**src/rtl/fetch_pkg.sv**
```systemverilog
// fetch_pkg: opcode encodings, fetch FSM states and instruction-length helper
package fetch_pkg;

    localparam logic [3:0] OP_LOAD_IMM = 4'b0000;
    localparam logic [3:0] OP_XOR_IMM  = 4'b0100;
    localparam logic [3:0] OP_JMP      = 4'b0101;
    localparam logic [3:0] OP_ADDI     = 4'b0110;
    localparam logic [3:0] OP_CMP_IMM  = 4'b0111;
    localparam logic [3:0] OP_BR       = 4'b1000;
    localparam logic [3:0] OP_SUBI     = 4'b1001;
    localparam logic [3:0] OP_LSL      = 4'b1010;

    typedef enum logic [1:0] {
        ST_IDLE,
        ST_OP,
        ST_IMM,
        ST_OUT
    } fetch_state_t;

    // Opcodes followed by an immediate data word in program memory
    function automatic logic is_two_word(input logic [3:0] opcode);
        return (opcode == OP_LOAD_IMM) || (opcode == OP_XOR_IMM) || (opcode == OP_ADDI) ||
               (opcode == OP_CMP_IMM) || (opcode == OP_SUBI);
    endfunction

endpackage

```
**src/rtl/instr_len_decode.sv**
```systemverilog
// instr_len_decode: classifies an opcode as two-word and/or jump
module instr_len_decode
    import fetch_pkg::*;
(
    input  logic [3:0] i_opcode,
    output logic       o_two_word,
    output logic       o_is_jump
);

    // Pure opcode classification, shared with the execute stage
    always_comb begin
        o_two_word = is_two_word(i_opcode);
        o_is_jump  = (i_opcode == OP_JMP);
    end

endmodule

```
**src/rtl/instr_fetch.sv**
```systemverilog
// instr_fetch: program-memory reader assembling opcode+immediate bundles; FETCH_JUMP_FOLD_EN folds jumps
module instr_fetch
    import fetch_pkg::*;
#(
    parameter int ADDR_W  = 5,
    parameter int INSTR_W = 16
) (
    input  logic               clk,
    input  logic               rst_n,
    input  logic               fetch_en,
    output logic [ADDR_W-1:0]  pm_addr,
    input  logic [INSTR_W-1:0] pm_instr,
    output logic               out_valid,
    input  logic               out_ready,
    output logic [INSTR_W-1:0] out_instr,
    output logic [INSTR_W-1:0] out_imm,
    output logic               out_has_imm,
    output logic [ADDR_W-1:0]  out_pc,
    input  logic               redirect_valid,
    input  logic [ADDR_W-1:0]  redirect_addr
);

`ifdef FETCH_JUMP_FOLD_EN
    localparam bit FOLD = 1'b1;
`else
    localparam bit FOLD = 1'b0;
`endif

    fetch_state_t       r_state;
    logic [ADDR_W-1:0]  r_pc;
    logic               r_valid;
    logic [INSTR_W-1:0] r_instr;
    logic [INSTR_W-1:0] r_imm;
    logic               r_has_imm;
    logic [ADDR_W-1:0]  r_out_pc;
    logic               w_two_word;
    logic               w_is_jump;
    logic [ADDR_W-1:0]  w_jump_target;

    instr_len_decode u_len (
        .i_opcode   (pm_instr[INSTR_W-1 -: 4]),
        .o_two_word (w_two_word),
        .o_is_jump  (w_is_jump)
    );

    assign w_jump_target = ADDR_W'(pm_instr[11:7]);
    assign pm_addr       = r_pc;
    assign out_valid     = r_valid;
    assign out_instr     = r_instr;
    assign out_imm       = r_imm;
    assign out_has_imm   = r_has_imm;
    assign out_pc        = r_out_pc;

    // Fetch FSM: redirect overrides everything, otherwise walk OP -> (IMM) -> OUT
    always_ff @(posedge clk or negedge rst_n) begin
        if (!rst_n) begin
            r_state   <= ST_IDLE;
            r_pc      <= '0;
            r_valid   <= 1'b0;
            r_instr   <= '0;
            r_imm     <= '0;
            r_has_imm <= 1'b0;
            r_out_pc  <= '0;
        end else if (redirect_valid) begin
            r_pc    <= redirect_addr;
            r_state <= fetch_en ? ST_OP : ST_IDLE;
            r_valid <= 1'b0;
        end else begin
            case (r_state)
                ST_IDLE: if (fetch_en) r_state <= ST_OP;
                ST_OP: begin
                    if (FOLD && w_is_jump) begin
                        r_pc <= w_jump_target;
                    end else begin
                        r_instr  <= pm_instr;
                        r_out_pc <= r_pc;
                        r_pc     <= r_pc + ADDR_W'(1);
                        if (w_two_word) begin
                            r_state <= ST_IMM;
                        end else begin
                            r_imm     <= '0;
                            r_has_imm <= 1'b0;
                            r_valid   <= 1'b1;
                            r_state   <= ST_OUT;
                        end
                    end
                end
                ST_IMM: begin
                    r_imm     <= pm_instr;
                    r_has_imm <= 1'b1;
                    r_pc      <= r_pc + ADDR_W'(1);
                    r_valid   <= 1'b1;
                    r_state   <= ST_OUT;
                end
                ST_OUT: begin
                    if (out_ready) begin
                        r_valid <= 1'b0;
                        r_state <= fetch_en ? ST_OP : ST_IDLE;
                    end
                end
                default: r_state <= ST_IDLE;
            endcase
        end
    end

endmodule

```
**config.mk**
```make
export PLATFORM = sky130hd
export DESIGN_NAME = instr_fetch
export DESIGN_NICKNAME = d
export VERILOG_FILES = /design/src/rtl/fetch_pkg.sv /design/src/rtl/instr_len_decode.sv /design/src/rtl/instr_fetch.sv
export SDC_FILE = /design/constraint.sdc
export NUM_CORES = 1
export LEC_CHECK = 0
export CORE_MARGIN = 2
export CORE_UTILIZATION = 44
export CTS_CLUSTER_DIAMETER = 60
export DETAILED_ROUTE_END_ITERATION = 7
export GPL_TIMING_DRIVEN = 0
export PLACE_DENSITY = 0.85
export SKIP_LAST_GASP = 1
export SLEW_MARGIN = 20
export SYNTH_ARGS = -nofsm -noshare
export SYNTH_HDL_FRONTEND = slang
export SYNTH_SLANG_ARGS = --single-unit
```
**constraint.sdc**
```tcl
create_clock -name clk -period 2.2 [get_ports clk]
set_input_delay 0.22 -clock clk [delete_from_list [all_inputs] [get_ports clk]]
set_output_delay 0.22 -clock clk [all_outputs]
set_load 0.1 [all_outputs]
```
==> impl_results.md, run 1 <==
* RSZ-0062 raised after global routing: no
* N_diodes at 0
* Hold path cells at 3
* Congestion Overflow GR at 0
* Critical Path AT at 1.94 ns
* Post-synthesis cell type count at 26
* Clk_lat worst skew at 0.29 ns
* WP depth at 1
* Yosys top cell by area: dfrtp_1
* Max-slew violations at 0
* Max Fclk at around 460 MHz
* Largest net degree at the start of global routing at 34
* First-pass GRT wire length at 7555 µm
* Starting Density at 0.4637
* DRC Markers at 0
* Max-cap viol count at 0
* Tot GR Track Use at 0.1878
* Ys Warns at 0
* Vias post-DR at 1603
* Worst-path clk slew at ~0.080 ns
* Reg2reg end: out_instr[6]
* Placer congestion estimate at 0.8561
* Syn_nets at 209
* Worst setup margin at between 0.04 and 0.05 ns
* Vias in the first global route at about 1600
* CP Capture Point: pm_addr[0]
* Mapped Avg Cell Area at between 10 and 15 µm²
* Share of layout cells above drive strength 1 at 0.1634
* Tcrit/Tclk final at 0.9812
* Synth Register Bits at between 40 and 50
* Crit path from: pm_addr[0]
* Final Hold Viols at 0
* Top delay family on crit path: buffers and inverters
* CTS H-Tree Depth at 2
* Most frequent cell after synthesis: dfrtp_1
* Die width at 72.21 µm
* Post-Syn Instances at 177
* # rows at 24
* Antenna-violating nets left at 0
* Crit-path max cell delay at approximately 1.2 ns
* Critical Path Source Type: register
* CTS tree: done
* Max Buffers Root-to-Sink at 2
* Synth top area share at 0.5623
* Root Buffer Master: clkbuf_8
* Vias/cell at ~5.2
* Setup Skew at 0.005922 ns
* PortBufs at 68
* Mapped Area at ~2000 µm²
* First-pass DRT Iterations at 4
* Top post-synthesis cells by area: dfrtp_1, mux2_2, nand2_1
* Clk sinks at 46
* Asr flop ratio synth at 1.000
* Chip height at 72.21 µm
* HP Class: in2reg
* I/O pin count at 70
* Inst Count DP at a little under 300
* CP Cell Sequence: clkdlybuf4s50_1
* Worst Path Buf+Inv at 1
* Reg2reg start: r_state[1]
* Worst slew pin tran at approximately 0.99 ns
* CP max FO at 5
* Initial antenna violation count at 0
* TritonCTS Buffers at 5
* CP endpoint kind: output port
* Design area at about 3000 µm²
* Slew margin rel. at 0.3358
* Worst Setup Path Type: reg2out
* Final Non-Filler Cells at between 300 and 400
* Worst R2R Setup Slack at approximately 0.22 ns
* Minimum clock period after layout at approximately 2.2 ns
* Post-synth EDFFs at 0
* # setup viols final at 0
* Area Growth Syn to Fin at 42.97%
* Core area at 4414 µm²
* Final #Nets at between 200 and 300
* Synth Flop Type: dfrtp_1
* Register-to-Register Path Depth at 6
* Routed WL at ~4600 µm
* DP Area at ~2800 µm²
* Fillers at around 340
* DP HPWL at 3392 µm
* Sequential area share after synthesis at 0.5623
* Commonest cells post-synth: dfrtp_1, nand2_1, mux2_2
* Placement Setup Slack at -0.07933 ns
* DRT iter0 DRCs at between 70 and 80
* Status: finished, final reports clean
* Routed wirelength normalized by instance count at 14.97 µm
* Slowest cell on the critical path: clkdlybuf4s50_1
* Area of the die at 5214 µm²
* WP data required at slightly below 2 ns
==> routing by layer <==
metal | up-vias | track usage | wire [µm]
met5 | - | 0 | 0
met4 | 0 | 0.07338 | 49
met3 | 5 | 0.04583 | 250
met2 | 47 | 0.3048 | 2224
met1 | 779 | 0.2425 | 2100
li1 | 772 | - | -
==> flip-flops by register name (all words and copies together) (netlist names) <==
register	cells
out_imm	16
out_instr	16
out_pc	5
pm_addr	5
r_state	2
out_has_imm	1
out_valid	1
==> cells in the final DEF, fill, tap and decap left out, types with 2 or more instances in the layout <==
master / synthesis / layout
buf_6: 3 / 3
buf_2: 1 / 2
clkdlybuf4s50_1: 0 / 66
nand4_1: 2 / 2
mux2_2: 22 / 22
a21oi_1: 2 / 2
clkbuf_1: 6 / 7
o21ai_0: 9 / 9
nor2_1: 4 / 4
nand2b_1: 3 / 3
inv_1: 2 / 2
xnor2_1: 2 / 2
xor2_1: 2 / 2
clkbuf_8: 0 / 6
o22ai_1: 16 / 16
buf_4: 0 / 2
ha_1: 6 / 6
dfrtp_1: 46 / 46
nand2_1: 39 / 39
nor3_1: 3 / 3
==> per-stage QoR <==
stage	hold WS [ns]	utilization	TNS, ns
floorplan	-0.07559	-	0
global placement	0.4868	0.6327	-15.22
detailed placement	0.1498	0.6361	-0.1696
CTS	0.2232	0.6590	0
global route	0.2665	0.6630	0
finish	0.2243	0.6630	0
==> cell type report <==
cell class | count | area (µm²) | area share
sequential | 46 | 1151 | 0.3933
multi-input combinational | 119 | 827.0 | 0.2826
timing repair buffer | 72 | 723.2 | 0.2471
clock buffer | 7 | 86.33 | 0.02950
tap | 52 | 65.06 | 0.02223
buffer | 10 | 61.31 | 0.02095
inverter | 2 | 7.507 | 0.002565
clock inverter | 1 | 5.005 | 0.001710
==> what timing repair did <==
| action | in CTS | in global routing |
|---|---|---|
| hold buffers | 1 | 0 |
| setup endpoints to repair | 1 | 6 |
| gates resized for setup | 0 | 1 |
| hold endpoints to repair | 13 | 0 |
| buffers inserted | 0 | 2 |
| pin swaps | 1 | 1 |
==> worst min path at each step <==
stage,from,endpoint
3_5_place_dp,rst_n,out_instr[4]
6_report,redirect_valid,r_state[1]
4_1_cts,redirect_valid,r_state[1]
2_1_floorplan,rst_n,out_has_imm
5_1_grt,redirect_valid,r_state[1]
3_3_place_gp,out_instr[2],out_instr[2]
==> cell families after synthesis <==
logic type,share of synthesized area
and+or+nand+nor,0.1290
DFF,0.5623
AOI/OAI and AO/OA,0.08802
muxes,0.1333
buffers and inverters,0.03362
adders and majority gates,0.03667
xor gates and xnor gates,0.01712
Power of run 1 is not shown: default switching activity piles up to over one toggle a cycle in this logic, so the estimate is an artifact.
==> run 2, diff against run 1 <==
- PLACE_DENSITY: 0.85 -> 0.86
- SKIP_CTS_REPAIR_TIMING: default -> 1
- SYNTH_HIERARCHICAL: default -> 1
==> run 2 against run 1 <==
Effect of this change: critical path depth stayed put; wire length is 8.6% lower; die area is 5.0% lower; highest routed layer unchanged; critical path type unchanged.
==> impl_results.md, run 2 <==
* Max Fclk at 470.8 MHz
* RSZ-0062 raised after global routing: no
* Fillers at between 300 and 400
* Area of the die at between 4000 and 5000 µm²
* Vias in the first global route at around 1400
* Inst Count DP at 263
* Starting Density at 0.4516
* Placer congestion estimate at 0.8702
* Wire length on met2 at about 2000 µm
* CP endpoint kind: output port
* CP max FO at 5
* Post-layout util at 0.6600
* Slew margin rel. at 0.3337
* CTS tree: done
* I/O pin count at 70
* Minimum clock period after layout at between 2 and 2.5 ns
* HP Class: in2async
* Wire length on met1 at roughly 1900 µm
* WP data required at 1.98 ns
* Clk sinks at between 40 and 50
* Tcrit/Tclk final at 0.9654
* Ys Warns at 6
* DRT iter0 DRCs at between 100 and 150
* Worst slew pin tran at about 1 ns
* Congestion Overflow GR at 0
* DP HPWL at between 3000 and 4000 µm
* Routed wirelength normalized by instance count at around 16 µm
* Mapped Area at a little under 2000 µm²
* DRC Markers at 0
* Tot GR Track Use at 0.1776
* Chip height at 70.39 µm
* Max Buffers Root-to-Sink at 2
* TritonCTS Buffers at 5
* Final #Nets at 252
* Placement Setup Slack at 0.05233 ns
* Critical Path Source Type: register
* Area Growth Syn to Fin at 46.13%
* Area of the multi-input gates at 735.7 µm²
* # rows at 24
* Final Hold Viols at 0
* Max-slew violations at 0
* Status: finished, final reports clean
* Mapped Avg Cell Area at 13.75 µm²
* Top delay family on crit path: buffers and inverters
* CP Cell Sequence: clkdlybuf4s50_1
* Initial antenna violation count at 0
* N_diodes at 0
* Worst-path clk slew at around 0.090 ns
* CTS H-Tree Depth at 2
* Syn_nets at ~170
* Vias post-DR at approximately 1400
* Worst Setup Path Type: reg2out
* Slowest cell on the critical path: clkdlybuf4s50_1
* Crit-path max cell delay at approximately 1.2 ns
* Vias/cell at 5.265
* Post-Syn Instances at 141
* Routed WL at roughly 4200 µm
* Worst Path Buf+Inv at 1
* First-pass GRT wire length at approximately 6800 µm
* Share of layout cells above drive strength 1 at 0.1727
* Final Non-Filler Cells at approximately 270
* Setup Skew at roughly 0.011 ns
* PortBufs at 69
* Total area of sequential cells at ~1200 µm²
* Critical Path AT at 1.90 ns
* Die width at 70.39 µm
* Antenna-violating nets left at 0
* Max Used Layer: met4
* Max-cap viol count at 0
* Largest net degree at the start of global routing at 26
* First-pass DRT Iterations at 4
* Met3 WL at roughly 250 µm
* Root Buffer Master: clkbuf_8
* Core area at 4294 µm²
* # setup viols final at 0
* Commonest non-fill, non-tap cell in the layout: clkdlybuf4s50_1
* Clk_lat worst skew at about 0.30 ns
* Commonest cells after routing, fill and taps aside: clkdlybuf4s50_1, dfrtp_1, mux2_2
* Worst setup margin at ~0.076 ns
* Hold_ws at approximately 0.44 ns
-- run 2: through the flow --
step                TNS (ns)  cell area, µm²
floorplan                  0            1939
global placement      -14.10            2695
detailed placement         0            2718
CTS                        0            2824
global route               0            2834
finish                     0            2834
-- run 2: final timing paths --
path                             startpoint      endpoint  slack [ns]  cells past startpoint
max                              pm_addr[0]    pm_addr[0]        0.08                      1
min                                   rst_n    out_imm[9]        0.44                      2
max reg2reg                      r_state[0]    pm_addr[3]        0.46                      6
min reg2reg                     out_has_imm   out_has_imm        0.49                      1
max in group asynchronous             rst_n  out_instr[2]        1.25                      3
min in group clk           redirect_addr[4]    pm_addr[4]        0.47                      3
-- run 2: worst reg2reg max path: cells and delay by family (launching register included) --
family / cells / cell delay (ns)
buf+inv: 2 / 0.36
xor+xnor: 1 / 0.15
simple gates: 1 / 0.17
flops: 1 / 0.43
mux: 1 / 0.25
fa+ha+maj: 1 / 0.28
-- run 2: final cells by class --
cell class | count | share of cell area
Tap cell | 52 | 0.02296
Buffer | 7 | 0.01457
Sequential cell | 46 | 0.4062
Timing Repair Buffer | 71 | 0.2552
Clock inverter | 1 | 0.01060
Multi-Input combinational cell | 85 | 0.2596
Clock buffer | 7 | 0.02693
Inverter | 3 | 0.003974
-- run 2: layer usage --
layer	up-vias	track usage
met1	708	0.2394
met4	0	0.07051
li1	663	-
met2	57	0.2788
met5	-	0
met3	4	0.03896
Power of run 2 is left out for the same reason.
==> run 3, diff against run 2 <==
- GPL_ROUTABILITY_DRIVEN: default -> 0
==> results of run 3 <==
Final layout, timing and power as in run 2 (identical DEF).
Power of run 3 is left out for the same reason.
